**src/rtl/mc_main_ctrl_pkg.sv**
```systemverilog
// Shared definitions for the multicycle main controller: opcodes, state
// encodings, datapath select encodings and the control-strobe bundle.
package mc_main_ctrl_pkg;

  localparam int OPCODE_W = 6;

  // Supported opcodes (IR[31:26])
  localparam logic [5:0] OP_R    = 6'b000000;
  localparam logic [5:0] OP_LW   = 6'b100011;
  localparam logic [5:0] OP_SW   = 6'b101011;
  localparam logic [5:0] OP_BEQ  = 6'b000100;
  localparam logic [5:0] OP_J    = 6'b000010;
  localparam logic [5:0] OP_ADDI = 6'b001000;

  // Controller states; codes 13..15 are unused and recover to IDLE
  typedef enum logic [3:0] {
    S_IDLE   = 4'd0,
    S_FETCH  = 4'd1,
    S_DECODE = 4'd2,
    S_MEMADR = 4'd3,
    S_MEMRD  = 4'd4,
    S_MEMWB  = 4'd5,
    S_MEMWR  = 4'd6,
    S_EXEC   = 4'd7,
    S_RWB    = 4'd8,
    S_BRANCH = 4'd9,
    S_JUMP   = 4'd10,
    S_ADDIEX = 4'd11,
    S_ADDIWB = 4'd12
  } state_t;

  // ALU operation select
  localparam logic [1:0] ALU_ADD   = 2'b00;
  localparam logic [1:0] ALU_SUB   = 2'b01;
  localparam logic [1:0] ALU_FUNCT = 2'b10;

  // ALU B operand select
  localparam logic [1:0] SRCB_REGB   = 2'b00;
  localparam logic [1:0] SRCB_FOUR   = 2'b01;
  localparam logic [1:0] SRCB_IMM    = 2'b10;
  localparam logic [1:0] SRCB_IMMSH2 = 2'b11;

  // Next-PC source select
  localparam logic [1:0] PC_ALU    = 2'b00;
  localparam logic [1:0] PC_ALUOUT = 2'b01;
  localparam logic [1:0] PC_JUMP   = 2'b10;

  // Complete set of datapath strobes driven by the controller
  typedef struct packed {
    logic       pc_en;
    logic [1:0] pc_src;
    logic       i_or_d;
    logic       ir_write;
    logic       mem_read;
    logic       mem_write;
    logic       mem_to_reg;
    logic       reg_dst;
    logic       reg_write;
    logic       alu_src_a;
    logic [1:0] alu_src_b;
    logic [1:0] alu_op;
    logic       illegal;
  } ctrl_t;

  // True for every opcode the controller knows how to sequence
  function automatic logic opcode_legal(input logic [5:0] op);
    case (op)
      OP_R, OP_LW, OP_SW, OP_BEQ, OP_J, OP_ADDI: opcode_legal = 1'b1;
      default:                                   opcode_legal = 1'b0;
    endcase
  endfunction

endpackage

```
**src/rtl/mc_out_decode.sv**
```systemverilog
// Combinational state-to-strobe decoder for mc_main_ctrl. Strobes are a pure
// function of the state, except the FETCH load enables (gated by mem_ready),
// the branch PC enable (gated by zero) and the DECODE illegal flag.
module mc_out_decode
  import mc_main_ctrl_pkg::*;
(
  input  state_t     st,
  input  logic [5:0] opcode,
  input  logic       zero,
  input  logic       mem_ready,
  output ctrl_t      ctrl
);

  // Decode the current state into the datapath strobe bundle
  always_comb begin
    ctrl = '0;
    case (st)
      S_IDLE: begin
        ctrl = '0;
      end
      S_FETCH: begin
        ctrl.mem_read  = 1'b1;
        ctrl.i_or_d    = 1'b0;
        ctrl.alu_src_a = 1'b0;
        ctrl.alu_src_b = SRCB_FOUR;
        ctrl.alu_op    = ALU_ADD;
        ctrl.pc_src    = PC_ALU;
        ctrl.ir_write  = mem_ready;
        ctrl.pc_en     = mem_ready;
      end
      S_DECODE: begin
        // branch target is precomputed here while the opcode is decoded
        ctrl.alu_src_a = 1'b0;
        ctrl.alu_src_b = SRCB_IMMSH2;
        ctrl.alu_op    = ALU_ADD;
        ctrl.illegal   = ~opcode_legal(opcode);
      end
      S_MEMADR, S_ADDIEX: begin
        ctrl.alu_src_a = 1'b1;
        ctrl.alu_src_b = SRCB_IMM;
        ctrl.alu_op    = ALU_ADD;
      end
      S_MEMRD: begin
        ctrl.mem_read = 1'b1;
        ctrl.i_or_d   = 1'b1;
      end
      S_MEMWB: begin
        ctrl.reg_write  = 1'b1;
        ctrl.reg_dst    = 1'b0;
        ctrl.mem_to_reg = 1'b1;
      end
      S_MEMWR: begin
        ctrl.mem_write = 1'b1;
        ctrl.i_or_d    = 1'b1;
      end
      S_EXEC: begin
        ctrl.alu_src_a = 1'b1;
        ctrl.alu_src_b = SRCB_REGB;
        ctrl.alu_op    = ALU_FUNCT;
      end
      S_RWB: begin
        ctrl.reg_write  = 1'b1;
        ctrl.reg_dst    = 1'b1;
        ctrl.mem_to_reg = 1'b0;
      end
      S_BRANCH: begin
        ctrl.alu_src_a = 1'b1;
        ctrl.alu_src_b = SRCB_REGB;
        ctrl.alu_op    = ALU_SUB;
        ctrl.pc_src    = PC_ALUOUT;
        ctrl.pc_en     = zero;
      end
      S_JUMP: begin
        ctrl.pc_src = PC_JUMP;
        ctrl.pc_en  = 1'b1;
      end
      S_ADDIWB: begin
        ctrl.reg_write  = 1'b1;
        ctrl.reg_dst    = 1'b0;
        ctrl.mem_to_reg = 1'b0;
      end
      default: begin
        ctrl = '0;
      end
    endcase
  end

endmodule

```
**src/rtl/mc_main_ctrl.sv**
```systemverilog
// Multicycle main control FSM for the register-file/ALU/data-memory datapath.
// Optional retired-instruction counter enabled by defining CTRL_PERF_CNT_EN;
// without it instr_cnt is tied to zero and no counter flops exist.
module mc_main_ctrl
  import mc_main_ctrl_pkg::*;
#(
  parameter int OPW = 6,
  parameter int STW = 4
) (
  input  logic           clk,
  input  logic           rst_n,
  input  logic           run,
  input  logic [OPW-1:0] opcode,
  input  logic           zero,
  input  logic           mem_ready,
  output logic           pc_en,
  output logic [1:0]     pc_src,
  output logic           i_or_d,
  output logic           ir_write,
  output logic           mem_read,
  output logic           mem_write,
  output logic           mem_to_reg,
  output logic           reg_dst,
  output logic           reg_write,
  output logic           alu_src_a,
  output logic [1:0]     alu_src_b,
  output logic [1:0]     alu_op,
  output logic           illegal,
  output logic [STW-1:0] state,
  output logic [31:0]    instr_cnt
);

  state_t state_r;
  state_t state_nxt_s;
  state_t after_retire_s;
  ctrl_t  ctrl_s;

  // run is only consulted when an instruction finishes (or from IDLE)
  assign after_retire_s = run ? S_FETCH : S_IDLE;

  // State register
  always_ff @(posedge clk or negedge rst_n) begin
    if (!rst_n) begin
      state_r <= S_IDLE;
    end else begin
      state_r <= state_nxt_s;
    end
  end

  // Next-state sequencing
  always_comb begin
    state_nxt_s = state_r;
    case (state_r)
      S_IDLE:   state_nxt_s = after_retire_s;
      S_FETCH:  state_nxt_s = mem_ready ? S_DECODE : S_FETCH;
      S_DECODE: begin
        case (opcode)
          OP_LW, OP_SW: state_nxt_s = S_MEMADR;
          OP_R:         state_nxt_s = S_EXEC;
          OP_BEQ:       state_nxt_s = S_BRANCH;
          OP_J:         state_nxt_s = S_JUMP;
          OP_ADDI:      state_nxt_s = S_ADDIEX;
          default:      state_nxt_s = after_retire_s;
        endcase
      end
      S_MEMADR: state_nxt_s = (opcode == OP_LW) ? S_MEMRD : S_MEMWR;
      S_MEMRD:  state_nxt_s = mem_ready ? S_MEMWB : S_MEMRD;
      S_MEMWB:  state_nxt_s = after_retire_s;
      S_MEMWR:  state_nxt_s = mem_ready ? after_retire_s : S_MEMWR;
      S_EXEC:   state_nxt_s = S_RWB;
      S_RWB:    state_nxt_s = after_retire_s;
      S_BRANCH: state_nxt_s = after_retire_s;
      S_JUMP:   state_nxt_s = after_retire_s;
      S_ADDIEX: state_nxt_s = S_ADDIWB;
      S_ADDIWB: state_nxt_s = after_retire_s;
      default:  state_nxt_s = S_IDLE;
    endcase
  end

  mc_out_decode u_out_decode (
    .st        (state_r),
    .opcode    (opcode[OPCODE_W-1:0]),
    .zero      (zero),
    .mem_ready (mem_ready),
    .ctrl      (ctrl_s)
  );

  assign pc_en      = ctrl_s.pc_en;
  assign pc_src     = ctrl_s.pc_src;
  assign i_or_d     = ctrl_s.i_or_d;
  assign ir_write   = ctrl_s.ir_write;
  assign mem_read   = ctrl_s.mem_read;
  assign mem_write  = ctrl_s.mem_write;
  assign mem_to_reg = ctrl_s.mem_to_reg;
  assign reg_dst    = ctrl_s.reg_dst;
  assign reg_write  = ctrl_s.reg_write;
  assign alu_src_a  = ctrl_s.alu_src_a;
  assign alu_src_b  = ctrl_s.alu_src_b;
  assign alu_op     = ctrl_s.alu_op;
  assign illegal    = ctrl_s.illegal;
  assign state      = STW'(state_r);

`ifdef CTRL_PERF_CNT_EN
  logic        retire_s;
  logic [31:0] instr_cnt_r;

  // Final cycle of every legal instruction; illegal opcodes never get here
  assign retire_s = (state_r == S_MEMWB)  || (state_r == S_RWB)  ||
                    (state_r == S_BRANCH) || (state_r == S_JUMP) ||
                    (state_r == S_ADDIWB) ||
                    ((state_r == S_MEMWR) && mem_ready);

  // Retired-instruction counter, wraps naturally at 2^32
  always_ff @(posedge clk or negedge rst_n) begin
    if (!rst_n) begin
      instr_cnt_r <= 32'd0;
    end else if (retire_s) begin
      instr_cnt_r <= instr_cnt_r + 32'd1;
    end else begin
      instr_cnt_r <= instr_cnt_r;
    end
  end

  assign instr_cnt = instr_cnt_r;
`else
  assign instr_cnt = 32'd0;
`endif

endmodule

```
**config.mk**
```make
export PLATFORM = sky130hd
export DESIGN_NAME = mc_main_ctrl
export DESIGN_NICKNAME = d
export VERILOG_FILES = /design/src/rtl/mc_main_ctrl_pkg.sv /design/src/rtl/mc_out_decode.sv /design/src/rtl/mc_main_ctrl.sv
export SDC_FILE = /design/constraint.sdc
export NUM_CORES = 1
export LEC_CHECK = 0
export CAP_MARGIN = 0
export CORE_ASPECT_RATIO = 1.4
export CORE_MARGIN = 1.5
export CORE_UTILIZATION = 36
export CTS_CLUSTER_DIAMETER = 50
export DETAILED_ROUTE_END_ITERATION = 16
export PLACE_DENSITY = 0.92
export SLEW_MARGIN = 10
export SYNTH_ARGS = -nofsm -noshare
export SYNTH_HDL_FRONTEND = slang
export SYNTH_SLANG_ARGS = --single-unit
```
**constraint.sdc**
```tcl
create_clock -name clk -period 2.2 [get_ports clk]
set_input_delay 0.55 -clock clk [delete_from_list [all_inputs] [get_ports clk]]
set_output_delay 0.55 -clock clk [all_outputs]
set_load 0.02 [all_outputs]
```
* After elaboration in Yosys (flattened, before gate mapping)
Index checks and enable logic that the tools add are counted.
** Word-level totals
- Memories :: 0
- Latch bits :: 0
- Output and inout port bits :: 52
- Register bits after elaboration :: 4
- Bits of input ports :: 11
- Bits in writable memories :: 0
- Word-level logic and storage cells :: 44
- Memory bits (read-only) :: 0
** Operators by class
- Add/sub/neg operators :: 0
- Bitwise logic cells :: 1
- Equal/unequal tests :: 17
- Shift operators :: 0
- Divide/modulo/power cells :: 0
- Reduce and logical (&&, ||, !) cells :: 8
- Mux-type cells :: 17
- $lt $le $gt $ge :: 0
- $mul :: 0
** Operator list (number)
- $pmux W4 S8 :: 1
- $pmux W5 S5 :: 1
- $eq A4 B4 Y1 const B :: 5
- $pmux W4 S5 :: 1
- $pmux W3 S3 :: 2
- $eq A4 B3 Y1 const B :: 4
- $eq A6 B6 Y1 const B :: 2
- $reduce_or A6 Y1 :: 2
- $mux W1 :: 9
- $eq A4 B2 Y1 const B :: 2
- $reduce_or A2 Y1 :: 4
- $eq A6 B2 Y1 const B :: 1
- $eq A6 B3 Y1 const B :: 1
- $eq A6 B4 Y1 const B :: 1
- $logic_not A6 Y1 :: 1
- $eq A4 B1 Y1 const B :: 1
- $logic_not A4 Y1 :: 1
- $mux W2 :: 2
- $mux W3 :: 1
- $not A1 Y1 :: 1

* Logic depth before layout (Yosys ltp)
- Word-level depth :: 6
- Mapped depth :: 5

* Hierarchy
A second synthesis with hierarchy kept.
** Second synthesis, totals
- Cells, all modules :: 120
- Area, all modules :: 875.8 um^2
** By module, submodules not included
- mc_main_ctrl :: times used 1, area each 639.4 um^2, cells each 86, seq. area each 100.1 um^2
- mc_out_decode :: times used 1, area each 236.5 um^2, cells each 34, seq. area each 0.0 um^2

* Worst setup path after synthesis
OpenSTA, ideal clock, no wires.
- Kind :: register to output
- From :: register state_r[2] (netlist: state[2])
- To :: output pc_en
- Path slack :: -99 ps
- Buffers on the path :: 1
- Cell stages (with the launch flop) :: 5
- Data arrival time :: 1749 ps
- Cells stage by stage :: dfrtp_1 buf_6 or2_2 nor3_1 a211o_1
** On the way
- Longest elaborated chain between the ends :: 2
- Elaborated cells between the ends (all ways) :: 4
- Classes of those cells :: eq/ne (3); mux (1)
** RTL lines
- from (decl) :: line mc_main_ctrl.sv:33 : state_t state_r;
- from (signal assigned) :: line mc_main_ctrl.sv:46 : state_r <= state_nxt_s;
- $eq A4 B4 Y1 / $eq A4 B1 Y1 (equally long branches) :: line mc_out_decode.sv:17 : case (st)
- $pmux W3 S3 (*) :: line mc_out_decode.sv:17
- to (decl) :: line mc_main_ctrl.sv:16 : output logic pc_en,
Every way passes the cells marked *; elsewhere a longest branch is shown, timed or not.

* Worst setup path after layout
- From :: input opcode[1]
- To :: output illegal
** On the way
- Longest elaborated chain between the ends :: 6
- Elaborated cells between the ends (all ways) :: 11
- Classes of those cells :: eq/ne (5); mux (3); bitwise (1); reduce/logical (2)
** RTL lines
- from (decl) :: line mc_main_ctrl.sv:13 : input logic [OPW-1:0] opcode,
- $eq A6 B6 Y1, or another cell as far along :: line mc_main_ctrl_pkg.sv:67 : case (op)
- $reduce_or A6 Y1 (*) :: line mc_main_ctrl_pkg.sv:67
- $mux W1 (*) :: line mc_main_ctrl_pkg.sv:67
- $mux W1 (*) :: line mc_out_decode.sv:17
- $not A1 Y1 (*) :: line mc_out_decode.sv:36 : ctrl.illegal = ~opcode_legal(opcode);
- $mux W1 (*) :: line mc_out_decode.sv:17
- to (decl) :: line mc_main_ctrl.sv:28 : output logic illegal,
Every way passes the cells marked *; elsewhere a longest branch is shown, timed or not. The select of a mux whose other input is x is not followed.

==> reports/results.md <==
| Stage | Item | This run |
|:---|:---|:---|
| route | Vias after detailed routing | 915 |
| synth | Number of instances in the synthesized netlist | 119 |
| synth | Yosys top cell by area | buf_4 |
| synth | Most instantiated cells after synthesis | buf_4, nor2_1, a21oi_1 |
| global routing | Wire length of the first global-routing pass | 3008 µm |
| synth | Area contributors post-synth | buf_4, dfrtp_1, nor2_1, a21oi_1, nor3_1 |
| synth | Number of distinct standard cells referenced by the synthesized netlist | 33 |
| global routing | Global routing usage on met2 | 28.79% |
| synth | Sequential cell area fraction in the yosys report | 12.36% |
| place | Instance area at placement | 1182 µm² |
| sta | Final setup violation count | 0 |
| die | Core Rows | 20 |
| die | Width of the die | 43.08 µm |
| cts | Later-pin clock latency in the skew report | 230 ps |
| critical path | Maximum fanout along the worst path | 4 |
| route | Final Routed Wirelength | 1964 µm |
| global routing | Met1 usage | 15.86% |
| synth | Primary FF master, synth | dfrtp_1 |
| cts | Clock Sink Count | 4 |
| route | Drt wl/cell | 10.18 µm |
| sta | Post-route fraction of the period consumed by the critical path | 96.78% |
| synth | Count of flip-flops with a built-in enable after synthesis | 0 |
| power | Design Power | 1.208 mW |
| synth | Synth warn | 0 |
| die | Core Region | 2152 µm² |
| cts | Cell chosen for the clock root | clkbuf_4 |
| cts | Clock-pin transition on the worst setup and hold timing paths | 30 ps |
| sta | Final worst clock skew | 3.146 ps |
| die | Die Area | 2546 µm² |
| route | Violation count after the first detailed-routing iteration | 11 |
| route | Antenna Nets Post-Route | 0 |
| route | Via count normalized by instance count | 4.741 |
| cts | CTS tree | yes |
| sta | Count of final hold-check violations | 0 |
| final layout | Total number of nets in the final design | 184 |
| cts | Number of levels in the clock H-tree | 1 |
| status | Run status | complete, no violations |
| final layout | Design Area, Final | 1209 µm² |
| power | Worst vdd ir | 506.6 µV |
| cts | Setup Fix Bufs, Post-CTS | 0 |
| route | Count of unresolved DRC violations after routing | 0 |
| power | Cell Pwr Density | 999.6 nW/µm² |
| synth | Avg Inst Size Synth | 6.803 µm² |
| hold path | Type of the most critical hold path | in -> async |
| global routing | Total routing usage reported by global routing | 15.04% |
| global routing | Pin count of the biggest net entering global routing | 12 |
| cts | Number of CTS-inserted buffers | 3 |
| critical path | Critical Setup Path Class | in -> out |
| critical path | Startpoint types | input pin |
| sta | Setup repair after global routing missed its margin | false |
| critical path | Category of the worst setup path capture point | output pin |
| final layout | Proportion of layout cells with a drive suffix above 1 | 25.73% |
| global routing | Antenna violations before repair | 0 |
| final layout | Number of flip-flops in the largest register | 4 |
| global routing | Via count of the first global-routing pass | 771 |
| place | Buffers on Ports | 30 |
| global routing | Most used routing layer | met2 |
| sta | Max Slew Vio Count | 0 |
| cts | # hold bufs at CTS | 0 |
| final layout | P&R area growth vs syn | 49.30% |
| sta | Fmax | 469.6 MHz |
| place | Number of cells after detailed placement | 190 |
| final layout | Number of standard cells in the layout, taps in and fillers out | 193 |
| die | Initial core utilization | 37.62% |
| die | I/O pin count | 63 |
| global routing | GR Layer Usage met3 | 1.220% |
| sta | Shortest period the worst path allows | 2129 ps |
| die | Vert. Die Dim | 59.11 µm |
| global routing | Final global-route overflow total | 0 |
| power | Leakage power total | 0.6552 nW |
| place | Final weighted congestion of routability-driven global placement | 0.8805 |
| synth | Total standard cell area after synthesis | 809.5 µm² |
| synth | Dominant cell by count in the synthesized netlist | buf_4 |
| critical path | Data required time of the critical path | 1650 ps |
| synth | Share of synthesized flip-flops with an asynchronous set or reset | 100.0% |
| synth | Register bit total from synthesis | 4 |
| run | Number of max-capacitance violations reported | 0 |
| critical path | Arrival time of the worst setup path | 1580 ps |
| synth | Fraction of post-synthesis cell area in the top cell type by area | 30.60% |
| sta | Post-Route Hold Slack | 515.9 ps |
| cts | Buffer levels on the longest clock path | 2 |
| final layout | Antenna fix cells | 0 |
| place | Dpl hpwl | 1623 µm |
| route | Total iterations of the first detailed-routing run | 4 |
[final timing paths]
| kind | start | slack [ps] | cells past startpoint | to |
|---|---|---|---|---|
| max | opcode[1] | 70 | 5 | illegal |
| min | rst_n | 520 | 1 | state[2]$_DFF_PN0_ |
| max reg2reg | state[2]$_DFF_PN0_ | 630 | 5 | state[1]$_DFF_PN0_ |
| min reg2reg | state[1]$_DFF_PN0_ | 590 | 2 | state[3]$_DFF_PN0_ |
| max in group asynchronous | rst_n | 1520 | 1 | state[0]$_DFF_PN0_ |
| min in group clk | state[1]$_DFF_PN0_ | 590 | 2 | state[3]$_DFF_PN0_ |
[critical path, cell delays in order]
cell and delay [ps]:
clkdlybuf4s50_1 580, nand2_1 70, nor2_1 140, a211oi_2 60, buf_4 170
[routing by layer]
layer | routed length [µm] | vias up
li1 | - | 450
met1 | 685 | 404
met2 | 1063 | 57
met3 | 165 | 4
met4 | 49 | 0
met5 | 0 | -
[through the flow]
stage | setup slack (ps) | setup TNS [ps] | utilization, %
6_report | 70.74 | 0 | 56.16
5_1_grt | 1.971 | 0 | 56.16
4_1_cts | -134.4 | -134.4 | 54.83
3_3_place_gp | -510.0 | -1231 | 54.94
3_5_place_dp | -576.4 | -1282 | 54.94
2_1_floorplan | 29.27 | 0 | -
[placed cells by master, fill, tap and decap left out, types with 3 or more instances in the layout]
cell	count
clkbuf_4	3
dfrtp_1	4
buf_4	29
o21ai_0	3
conb_1	32
a211oi_1	3
nor2_1	12
dlygate4sd2_1	13
nand2b_1	5
nor3_2	3
nor3_1	5
dlymetal6s2s_1	4
nand2_1	7
clkdlybuf4s50_1	9
a21oi_1	9
[power by group]
part	switching [mW]	internal, mW	leakage [nW]
Sequential	0.0160	0.102	0.0524
Combinational	0.553	0.451	0.589
Clock	0.0253	0.0606	0.0138
Total	0.595	0.614	0.655
[what timing repair did]
item                                    CTS  global route
endpoints found under the hold margin     0             0
endpoints found under the setup margin   16             3
pin swaps                                 0             1
resized for setup                        27            12
[final cells by class]
class	count	area [µm²]
multi-input combinational	104	564.3
inverter	2	7.507
timing repair buffer	58	486.7
sequential	4	100.1
fill	211	943.4
clock buffer	3	22.52
tap	22	27.53
[logic make-up (layout without fill, tap and decap cells)]
| family | count (synthesis) | after routing | synth area share (%) |
|---|---|---|---|
| buf+inv | 42 | 63 | 36.32 |
| compound gates | 27 | 27 | 20.87 |
| xor+xnor | 2 | 2 | 2.164 |
| simple gates | 43 | 43 | 27.82 |
| flops | 4 | 4 | 12.37 |
| other cells | 1 | 32 | 0.4632 |
Power figures use the tool's default switching activity.
